## config.mk

```make
export PLATFORM = sky130hd
export DESIGN_NAME = mem_copy_engine_flat
export DESIGN_NICKNAME = d
export VERILOG_FILES = /design/src/rtl/mem_if_pkg.sv /design/src/rtl/mem_copy_engine_if.sv /design/src/rtl/mem_copy_addr_gen.sv /design/src/rtl/mem_copy_engine.sv /design/src/flat_wrapper.sv
export SDC_FILE = /design/constraint.sdc
export NUM_CORES = 1
export LEC_CHECK = 0
export CAP_MARGIN = 20
export CORE_MARGIN = 4
export CORE_UTILIZATION = 30
export CTS_BUF_LIST = sky130_fd_sc_hd__clkbuf_2 sky130_fd_sc_hd__clkbuf_4 sky130_fd_sc_hd__clkbuf_8
export CTS_CLUSTER_SIZE = 20
export DETAILED_ROUTE_END_ITERATION = 10
export GPL_ROUTABILITY_DRIVEN = 1
export GPL_TIMING_DRIVEN = 0
export PLACE_DENSITY_LB_ADDON = 0.3
export SLEW_MARGIN = 20
export SYNTH_ARGS = -nofsm -noshare
export SYNTH_HDL_FRONTEND = slang
export SYNTH_SLANG_ARGS = --single-unit
export TNS_END_PERCENT = 10
```

## constraint.sdc

```tcl
create_clock -name CLK -period 12.05 [get_ports CLK]
set_clock_uncertainty 0.05 [all_clocks]
set_input_delay 1.8075 -clock CLK [delete_from_list [all_inputs] [get_ports CLK]]
set_output_delay 1.8075 -clock CLK [all_outputs]
set_load 0.05 [all_outputs]
```

## src/rtl/mem_if_pkg.sv

```systemverilog
// Shared definitions for the single-port data-memory interface and its initiators.
// Holds the default bus widths and the copy-engine state encoding.
package mem_if_pkg;

    localparam int unsigned DEF_ADDR_W = 32;
    localparam int unsigned DEF_DATA_W = 32;

    typedef enum logic [1:0] {
        IDLE = 2'd0,
        RD   = 2'd1,
        WR   = 2'd2,
        DONE = 2'd3
    } mem_state_e;

endpackage

```

## src/rtl/mem_copy_engine_if.sv

```systemverilog
// Single-port data-memory bus: the initiator drives address/data/strobes and the memory
// returns combinational read data.
interface mem_copy_engine_if #(
    parameter int unsigned ADDR_W = 32,
    parameter int unsigned DATA_W = 32
);

    logic [ADDR_W-1:0] memAddress;
    logic [DATA_W-1:0] memWriteData;
    logic              memRead;
    logic              memWrite;
    logic [DATA_W-1:0] memReadData;

    modport master (
        output memAddress,
        output memWriteData,
        output memRead,
        output memWrite,
        input  memReadData
    );

    modport slave (
        input  memAddress,
        input  memWriteData,
        input  memRead,
        input  memWrite,
        output memReadData
    );

endinterface

```

## src/rtl/mem_copy_addr_gen.sv

```systemverilog
// Source/destination pointer generator for the copy engine: picks the copy direction
// at load time and steps both pointers together, wrapping modulo 2**ADDR_W.
module mem_copy_addr_gen #(
    parameter int unsigned ADDR_W = 32,
    parameter int unsigned LEN_W  = 6
) (
    input  logic              CLK,
    input  logic              RESET_N,
    input  logic              load,
    input  logic              step,
    input  logic [ADDR_W-1:0] src_addr,
    input  logic [ADDR_W-1:0] dst_addr,
    input  logic [LEN_W-1:0]  length,
    output logic [ADDR_W-1:0] src_ptr_d,
    output logic [ADDR_W-1:0] dst_ptr_d
);

    logic [ADDR_W-1:0] src_ptr_q;
    logic [ADDR_W-1:0] dst_ptr_q;
    logic              backward_q;
    logic              backward_d;
    logic [ADDR_W-1:0] len_ext;
    logic [ADDR_W:0]   src_end;

    always_comb begin
        len_ext    = ADDR_W'(length);
        // One extra bit so a block that wraps past the top of memory still compares correctly
        src_end    = {1'b0, src_addr} + {1'b0, len_ext};
        src_ptr_d  = src_ptr_q;
        dst_ptr_d  = dst_ptr_q;
        backward_d = backward_q;
        if (load) begin
            backward_d = (dst_addr > src_addr) && ({1'b0, dst_addr} < src_end);
            if (backward_d) begin
                src_ptr_d = src_addr + len_ext - ADDR_W'(1);
                dst_ptr_d = dst_addr + len_ext - ADDR_W'(1);
            end else begin
                src_ptr_d = src_addr;
                dst_ptr_d = dst_addr;
            end
        end else if (step) begin
            if (backward_q) begin
                src_ptr_d = src_ptr_q - ADDR_W'(1);
                dst_ptr_d = dst_ptr_q - ADDR_W'(1);
            end else begin
                src_ptr_d = src_ptr_q + ADDR_W'(1);
                dst_ptr_d = dst_ptr_q + ADDR_W'(1);
            end
        end
    end

    always_ff @(posedge CLK or negedge RESET_N) begin
        if (!RESET_N) begin
            src_ptr_q  <= '0;
            dst_ptr_q  <= '0;
            backward_q <= 1'b0;
        end else begin
            src_ptr_q  <= src_ptr_d;
            dst_ptr_q  <= dst_ptr_d;
            backward_q <= backward_d;
        end
    end

endmodule

```

## src/rtl/mem_copy_engine.sv

```systemverilog
// Memory-to-memory block copy initiator with memmove semantics: one read then one write
// per word, with start/abort control and a completion pulse.
module mem_copy_engine
    import mem_if_pkg::*;
#(
    parameter int unsigned ADDR_W = DEF_ADDR_W,
    parameter int unsigned DATA_W = DEF_DATA_W,
    parameter int unsigned LEN_W  = 6
) (
    input  logic              CLK,
    input  logic              RESET_N,
    input  logic              start,
    input  logic              abort,
    input  logic [ADDR_W-1:0] srcAddr,
    input  logic [ADDR_W-1:0] dstAddr,
    input  logic [LEN_W-1:0]  length,
    output logic              busy,
    output logic              done,
    output logic [LEN_W-1:0]  wordsDone,
    mem_copy_engine_if.master mem
);

    mem_state_e        state_q, state_d;
    logic [LEN_W-1:0]  len_q, len_d;
    logic [LEN_W-1:0]  words_q, words_d;
    logic [DATA_W-1:0] buf_q, buf_d;
    logic [ADDR_W-1:0] addr_q, addr_d;
    logic              rd_q, rd_d;
    logic              wr_q, wr_d;
    logic              busy_q, busy_d;
    logic              done_q, done_d;
    logic              load;
    logic              step;
    logic [ADDR_W-1:0] src_ptr_d;
    logic [ADDR_W-1:0] dst_ptr_d;

    mem_copy_addr_gen #(
        .ADDR_W (ADDR_W),
        .LEN_W  (LEN_W)
    ) u_addr_gen (
        .CLK       (CLK),
        .RESET_N   (RESET_N),
        .load      (load),
        .step      (step),
        .src_addr  (srcAddr),
        .dst_addr  (dstAddr),
        .length    (length),
        .src_ptr_d (src_ptr_d),
        .dst_ptr_d (dst_ptr_d)
    );

    always_comb begin
        state_d = state_q;
        len_d   = len_q;
        words_d = words_q;
        buf_d   = buf_q;
        addr_d  = addr_q;
        load    = 1'b0;
        step    = 1'b0;
        case (state_q)
            IDLE: begin
                if (start && !abort) begin
                    load    = 1'b1;
                    len_d   = length;
                    words_d = '0;
                    state_d = (length == '0) ? DONE : RD;
                end
            end
            RD: begin
                buf_d   = mem.memReadData;
                state_d = WR;
            end
            WR: begin
                step    = 1'b1;
                words_d = words_q + LEN_W'(1);
                state_d = (words_d == len_q) ? DONE : RD;
            end
            DONE:    state_d = IDLE;
            default: state_d = IDLE;
        endcase

        if (abort && state_q != IDLE) begin
            state_d = IDLE;
            step    = 1'b0;
            words_d = words_q;
            buf_d   = buf_q;
        end

        // Strobes and address are registered from the next state so they line up with it
        rd_d   = (state_d == RD);
        wr_d   = (state_d == WR);
        busy_d = (state_d != IDLE);
        done_d = (state_d == DONE);
        if (state_d == RD) begin
            addr_d = src_ptr_d;
        end else if (state_d == WR) begin
            addr_d = dst_ptr_d;
        end
    end

    always_ff @(posedge CLK or negedge RESET_N) begin
        if (!RESET_N) begin
            state_q <= IDLE;
            len_q   <= '0;
            words_q <= '0;
            buf_q   <= '0;
            addr_q  <= '0;
            rd_q    <= 1'b0;
            wr_q    <= 1'b0;
            busy_q  <= 1'b0;
            done_q  <= 1'b0;
        end else begin
            state_q <= state_d;
            len_q   <= len_d;
            words_q <= words_d;
            buf_q   <= buf_d;
            addr_q  <= addr_d;
            rd_q    <= rd_d;
            wr_q    <= wr_d;
            busy_q  <= busy_d;
            done_q  <= done_d;
        end
    end

    // abort has to suppress the write in the very cycle it is raised
    assign mem.memWrite     = wr_q & ~abort;
    assign mem.memRead      = rd_q;
    assign mem.memAddress   = addr_q;
    assign mem.memWriteData = buf_q;
    assign busy             = busy_q;
    assign done             = done_q & ~abort;
    assign wordsDone        = words_q;

endmodule

```

## src/flat_wrapper.sv

```systemverilog
// flat-port wrapper written by rule: the top's interface ports become plain ports
module mem_copy_engine_flat import mem_if_pkg::*;
#(
    parameter int unsigned ADDR_W = DEF_ADDR_W,
    parameter int unsigned DATA_W = DEF_DATA_W,
    parameter int unsigned LEN_W  = 6
)
  (CLK, RESET_N, start, abort, srcAddr, dstAddr, length, busy, done, wordsDone, mem_memAddress, mem_memWriteData, mem_memRead, mem_memWrite, mem_memReadData);
  mem_copy_engine_if #(.ADDR_W(ADDR_W), .DATA_W(DATA_W)) mem_i ();
  input  logic CLK;
  input  logic RESET_N;
  input  logic start;
  input  logic abort;
  input  logic [ADDR_W-1:0] srcAddr;
  input  logic [ADDR_W-1:0] dstAddr;
  input  logic [LEN_W-1:0] length;
  output logic busy;
  output logic done;
  output logic [LEN_W-1:0] wordsDone;
  output wire logic [$bits(mem_i.memAddress)-1:0] mem_memAddress;
  output wire logic [$bits(mem_i.memWriteData)-1:0] mem_memWriteData;
  output wire logic [$bits(mem_i.memRead)-1:0] mem_memRead;
  output wire logic [$bits(mem_i.memWrite)-1:0] mem_memWrite;
  input wire logic [$bits(mem_i.memReadData)-1:0] mem_memReadData;
  assign mem_memAddress = mem_i.memAddress;
  assign mem_memWriteData = mem_i.memWriteData;
  assign mem_memRead = mem_i.memRead;
  assign mem_memWrite = mem_i.memWrite;
  assign mem_i.memReadData = mem_memReadData;
  mem_copy_engine #(.ADDR_W(ADDR_W), .DATA_W(DATA_W), .LEN_W(LEN_W)) u_core (.CLK(CLK), .RESET_N(RESET_N), .start(start), .abort(abort), .srcAddr(srcAddr), .dstAddr(dstAddr), .length(length), .busy(busy), .done(done), .wordsDone(wordsDone), .mem(mem_i));
endmodule
```

======== Word-level counts from Yosys, hierarchy flattened ========
Index checks and enable logic that the tools add are counted.
word-level totals
  flip-flop bits (word level) ............. 147
  output and inout bits ................... 74
operators by class
  add/sub/neg operators ................... 10
  $lt $le $gt $ge ......................... 2
  eq/ne operators ......................... 8
  multiplexer cells ....................... 21
  bitwise gates (word level) .............. 4
  reductions and logical operators ........ 13
operators with widths
  cell                                                    number
  2-to-1 mux 32 bit                                       10
  subtractor 32 x 1 -> 32 bit (second input constant)     4
  adder 32 x 1 -> 32 bit (second input constant)          2
  adder 32 x 6 -> 32 bit                                  2
  adder 32 x 6 -> 33 bit                                  1
  < comparator 32 x 33 -> 1 bit                           1
  greater-than comparator 32 bit                          1
  case mux 6 bit (2 select lines)                         1
  equality test 2 bit (second input constant)             4
  2-to-1 mux 2 bit                                        4
  case mux 2 bit (4 select lines)                         1
  nonzero test 2 bit                                      4
  adder 6 x 1 -> 6 bit (second input constant)            1
  equality test 6 bit                                     1
  logical NOT 6 bit                                       1
  2-to-1 mux 6 bit                                        1
  equality test 2 x 1 -> 1 bit (second input constant)    2
  2-to-1 mux 1 bit                                        4
  AND reduction 2 bit                                     2
  logical AND 1 bit                                       3
  AND reduction 3 bit                                     1
  AND 1 bit                                               2
  logical NOT 2 bit                                       1
  inequality test 2 x 1 -> 1 bit (second input constant)  1
  2 further kinds                                         3

======== Depth between registers and ports, before layout ========
  depth after elaboration ................. 8
  depth in mapped cells ................... 25
  depth with buffers taken out ............ 23

======== Hierarchy ========
From an unflattened synthesis, not the netlist that was laid out.
second synthesis, totals
  cell total of the unflattened synthesis .. 1847
  area, all modules ....................... 15501.1 um^2
by module, submodules not included
  module             instances  cells each  area an instance (um^2)
  mem_copy_addr_gen  1          1564        11980.2
  mem_copy_engine    1          283         3520.9

======== Worst setup path before layout ========
OpenSTA, ideal clock, no wires.
  path type ............................... in2reg
  start point ............................. in length[1]
  end point ............................... reg u_core.addr_q[25] (netlist: u_core.mem.memAddress[25])
  setup time .............................. 0.126 ns
  arrival time ............................ 6.076 ns
  slack ................................... 5.798 ns
  stages on the path ...................... 23
  buffers on the path ..................... 1
  path through ............................ inv_1 -> ha_1 -> a21o_1 -> a21oi_1 -> o21ai_0 -> a21oi_1 -> nor2_1 -> o2111ai_1 -> nor3_1 -> and3_1 -> nand3_1 -> xnor2_1 -> ha_1 -> a211o_1 -> a21oi_1 -> o211a_1 -> o21ai_0 -> a211oi_4 -> clkbuf_1 -> nor3_1 -> a211oi_1 -> a211oi_1 -> a221o_1
on the way
  word-level cells in the longest chain between the ends .. 7
  elaborated cells between the ends (all ways) .. 21
  those cells by class .................... 5 x add/sub; 1 x order compare; 2 x eq/ne; 10 x mux; 3 x reduce/logical
ends and longest elaborated chain
  item                                                                  line                                            source
  from (decl)                                                           flat_wrapper.sv:16                              input logic [LEN_W-1:0] length;
  adder 32 x 6 -> 33 bit or logical NOT 6 bit (tied branches)           mem_copy_addr_gen.sv:28, mem_copy_engine.sv:66
  < comparator 32 x 33 -> 1 bit or 2-to-1 mux 2 bit (tied branches)     mem_copy_addr_gen.sv:33, mem_copy_engine.sv:66
  logical AND 1 bit or 2-to-1 mux 2 bit (tied branches)                 mem_copy_addr_gen.sv:33, mem_copy_engine.sv:62
  2-to-1 mux 32 bit or case mux 2 bit (4 select lines) (tied branches)  mem_copy_addr_gen.sv:34, mem_copy_engine.sv:60
  2-to-1 mux 32 bit or 2-to-1 mux 2 bit (tied branches)                 mem_copy_addr_gen.sv:32, mem_copy_engine.sv:82
  2-to-1 mux 32 bit, or another cell as far along                       mem_copy_engine.sv:96                           end else if (state_d == WR) begin
  2-to-1 mux 32 bit or nonzero test 2 bit (tied branches)               -
  to (signal assigned)                                                  mem_copy_engine.sv:117                          addr_q <= addr_d;
  to (decl)                                                             mem_copy_engine.sv:27                           logic [ADDR_W-1:0] addr_q, addr_d;
Parallel ways exist; a longest one is shown, timed or not. The select of a mux whose other input is x is not followed.
A chain may end at the register's enable or synchronous reset.

======== Worst setup path after layout ========
  start point ............................. in length[1]
  end point ............................... reg u_core.addr_q[18] (netlist: u_core.mem.memAddress[18])
on the way
  word-level cells in the longest chain between the ends .. 7
  elaborated cells between the ends (all ways) .. 21
  those cells by class .................... 5 x add/sub; 1 x order compare; 2 x eq/ne; 10 x mux; 3 x reduce/logical
ends and longest elaborated chain
  item                            line                     source
  adder 32 x 6 -> 33 bit          mem_copy_addr_gen.sv:28  src_end = {1'b0, src_addr} + {1'b0, len_ext};
  < comparator 32 x 33 -> 1 bit   mem_copy_addr_gen.sv:33  backward_d = (dst_addr > src_addr) && ({1'b0, dst_addr} < src_end);
  logical AND 1 bit               mem_copy_addr_gen.sv:33
  2-to-1 mux 32 bit (*)           mem_copy_addr_gen.sv:34  if (backward_d) begin
  2-to-1 mux 32 bit (*)           mem_copy_addr_gen.sv:32  if (load) begin
  named net u_core.dst_ptr_d[18]  mem_copy_engine.sv:35    logic [ADDR_W-1:0] dst_ptr_d;
  2-to-1 mux 32 bit (*)           mem_copy_engine.sv:96
  2-to-1 mux 32 bit (*)           mem_copy_engine.sv:94    if (state_d == RD) begin
Mark *: on every way through the listed nets, which the timed path passes. The rest lies on a longest branch. The select of a mux whose other input is x is not followed.

==> flow_summary.json <==
{
  "status": "complete, no violations",
  "clk_latency_ns": 0.49,
  "cts_root_buffer": "clkbuf_8",
  "leakagePower_nw": 8.319,
  "relSlewSlack": 0.2869,
  "ys_ff_latch": 147,
  "synthesis.instances": 1932,
  "gr-total-overflow": 0,
  "wl_per_cell_um": 22.09,
  "clockBufferDepth": 2,
  "max_freq_mhz": 123.8,
  "initial_utilization": 0.3028,
  "cts_hold_buf": 0,
  "antenna_found_initial": 1,
  "p_per_area_mw_per_mm2": 185.1,
  "portBuffers": 178,
  "path_class": "input port to flip-flop",
  "synth.cell_area_mm2": 0.01591,
  "area_delta_synth_final_pct": 19.34,
  "ctsResizeCount": 0,
  "hold_viol_final": 0,
  "cts_tree": "done",
  "period_needed_ns": 8.079,
  "synth_top_area_share": 0.2312,
  "synth.area.top_cells": "dfrtp_1, ha_1, xnor2_1",
  "vias_per_cell": 5.683,
  "htreeDepth": 4,
  "num_vias": 16100,
  "netlist_top_cells_count": "ha_1, nand2_1, a21oi_1",
  "gr-usage-all-layers": 0.2118,
  "drv_slew": 0,
  "synth_cell_types": 77,
  "postCtsSetupBuffers": 0,
  "initialDrtViolationCount": 1187,
  "maxCapViolCount": 0,
  "die_x_um": 238.3,
  "setup_viol": 0,
  "rows": 84,
  "fin_nets": 2474,
  "synth_top_cell_by_area": "dfrtp_1",
  "hold_class": "flip-flop to flip-flop",
  "post-route-util": 0.3614,
  "drtAntennaViolNets": 0,
  "hpwl_um": 51290,
  "synth_flop_cell": "dfrtp_1",
  "coreArea_mm2": 0.05255,
  "synth_seq_area_share": 0.2312,
  "drtPass1Iterations": 7,
  "synth.most_common_cell": "ha_1",
  "post-place-cells": 2801,
  "worstSetupStartpointType": "input port",
  "chipHeight_um": 238.3,
  "gp_congestion": 0.9460,
  "wl_um": 62570,
  "synthArstFlopShare": 1.000,
  "clkTransAtPathRegs_ns": 0.10,
  "worst_pin_slew_ns": 1.066,
  "finalCritPeriodShare": 0.6705,
  "arrival_ns": 8.37,
  "synth_edf_count": 0,
  "drc_errors": 0,
  "crit_fanout": 10,
  "diodes": 0,
  "cts_made_buffers": 17,
  "holdWs_ns": 0.4627,
  "grt_pass1_vias": 15390,
  "grt_pass1_wl_um": 93260,
  "numClockSinks": 147,
  "synthesis.nets": 2274,
  "ys_warn_count": 0,
  "grt_max_degree": 88,
  "peakVddDrop_v": 0.0001217,
  "rsz0062_at_grt": "false",
  "syn_area_per_cell_um2": 8.236,
  "crit_required_ns": 12.34,
  "tns_ns": 0,
  "ios": 180,
  "cp-end-kind": "flip-flop",
  "fin_cells": 2833,
  "layout-drive-gt1-share": 0.04942,
  "die_area_mm2": 0.05679
}
-- per-layer routing --
metal,vias up,global-route usage,part of all wire
met5,-,0,0
met4,0,0.04960,0.026
met3,83,0.03329,0.066
met2,577,0.3496,0.46
met1,7880,0.2923,0.45
li1,7560,-,-
-- worst paths after layout --
path                                        startpoint                          end  slack (ns)  cells after the start
max                                          length[1]    u_core.mem.memAddress[18]        3.97                     24
min                        u_core.mem.memWriteData[11]  u_core.mem.memWriteData[11]        0.46                      1
max reg2reg                          u_core.state_q[1]    u_core.mem.memAddress[13]        6.05                     11
min reg2reg                u_core.mem.memWriteData[11]  u_core.mem.memWriteData[11]        0.46                      1
max in group asynchronous                      RESET_N    u_core.mem.memAddress[27]        9.87                      2
min in group asynchronous                      RESET_N          u_core.wordsDone[4]        1.17                      1
-- critical path, stage by stage --
cell             delay (ns)
clkdlybuf4s50_1        0.53
inv_1                  0.15
ha_1                   0.32
a21o_1                 0.13
a21oi_1                0.09
o21ai_0                0.19
a21oi_1                0.12
nor2_1                 0.20
o2111ai_1              0.24
nor3_1                 0.67
and3_1                 0.42
nand3_1                0.13
xnor2_1                0.14
ha_1                   0.20
a211o_1                0.29
a21oi_1                0.24
o211a_1                0.19
o21ai_0                0.23
a211oi_4               0.53
clkbuf_1               0.46
nor3_1                 0.13
o31a_1                 0.35
a22oi_1                0.41
o21ai_0                0.18
-- metrics by stage --
stage / area [um^2] / total power, mW / setup WS [ns]
CTS: 18990 / 3.503 / 4.053
floorplan: 15910 / 2.375 / 5.798
finish: 18990 / 3.515 / 3.971
global route: 18990 / 3.744 / 3.596
global placement: 18550 / 3.064 / 2.729
detailed placement: 18620 / 3.094 / 3.584
-- where the power goes --
group	internal (mW)	switching, mW	total [mW]	leakage, nW
sequential	0.680	0.139	0.819	1.75
combinational	0.873	1.43	2.30	6.39
clock	0.158	0.237	0.395	0.187
total	1.71	1.80	3.51	8.32
-- cell families (layout without fill, tap and decap cells) --
| family | after synthesis | in the layout | share of synthesized area |
|---|---|---|---|
| multiplexers | 42 | 42 | 0.02980 |
| flip-flops | 147 | 147 | 0.2312 |
| buffers and inverters | 224 | 437 | 0.05497 |
| adder cells (fa/ha/maj) | 236 | 236 | 0.1879 |
| AO/OA/AOI/OAI | 636 | 636 | 0.2679 |
| XOR/XNOR | 121 | 121 | 0.06660 |
| AND/OR/NAND/NOR | 526 | 526 | 0.1616 |
-- area by class of cell --
class | instances | area, um^2
Clock buffer | 19 | 255.2
Clock inverter | 13 | 112.6
Tap cell | 688 | 860.8
Timing Repair Buffer | 181 | 1844
Inverter | 158 | 593.1
Fill cell | 5456 | 33560
Sequential cell | 147 | 3682
Multi-Input combinational cell | 1561 | 11360
Buffer | 66 | 281.5
-- cell usage in the layout (no fill, tap or decap), types with 26 or more instances in the layout --
| master | n |
|---|---|
| mux2_2 | 33 |
| o21ai_0 | 111 |
| a211oi_1 | 39 |
| nor2_1 | 84 |
| nand4_1 | 29 |
| a21o_1 | 53 |
| clkbuf_1 | 53 |
| nor3_1 | 46 |
| nand3_1 | 76 |
| a31oi_1 | 32 |
| o21a_1 | 29 |
| ha_1 | 231 |
| dfrtp_1 | 146 |
| nand2_1 | 170 |
| a32oi_1 | 26 |
| inv_1 | 157 |
| nor2b_1 | 36 |
| a21oi_1 | 169 |
| xnor2_1 | 97 |
| clkdlybuf4s50_1 | 177 |
-- flip-flops by register name (all words and copies together), names as in the netlist --
signal	flops
u_core.mem.memAddress	32
u_core.mem.memWriteData	32
u_core.u_addr_gen.dst_ptr_q	32
u_core.u_addr_gen.src_ptr_q	32
u_core.len_q	6
u_core.wordsDone	6
u_core.state_q	2
u_core.busy	1
u_core.done_q	1
u_core.mem.memRead	1
u_core.u_addr_gen.backward_q	1
u_core.wr_q	1
(Power assumes the default switching activity.)
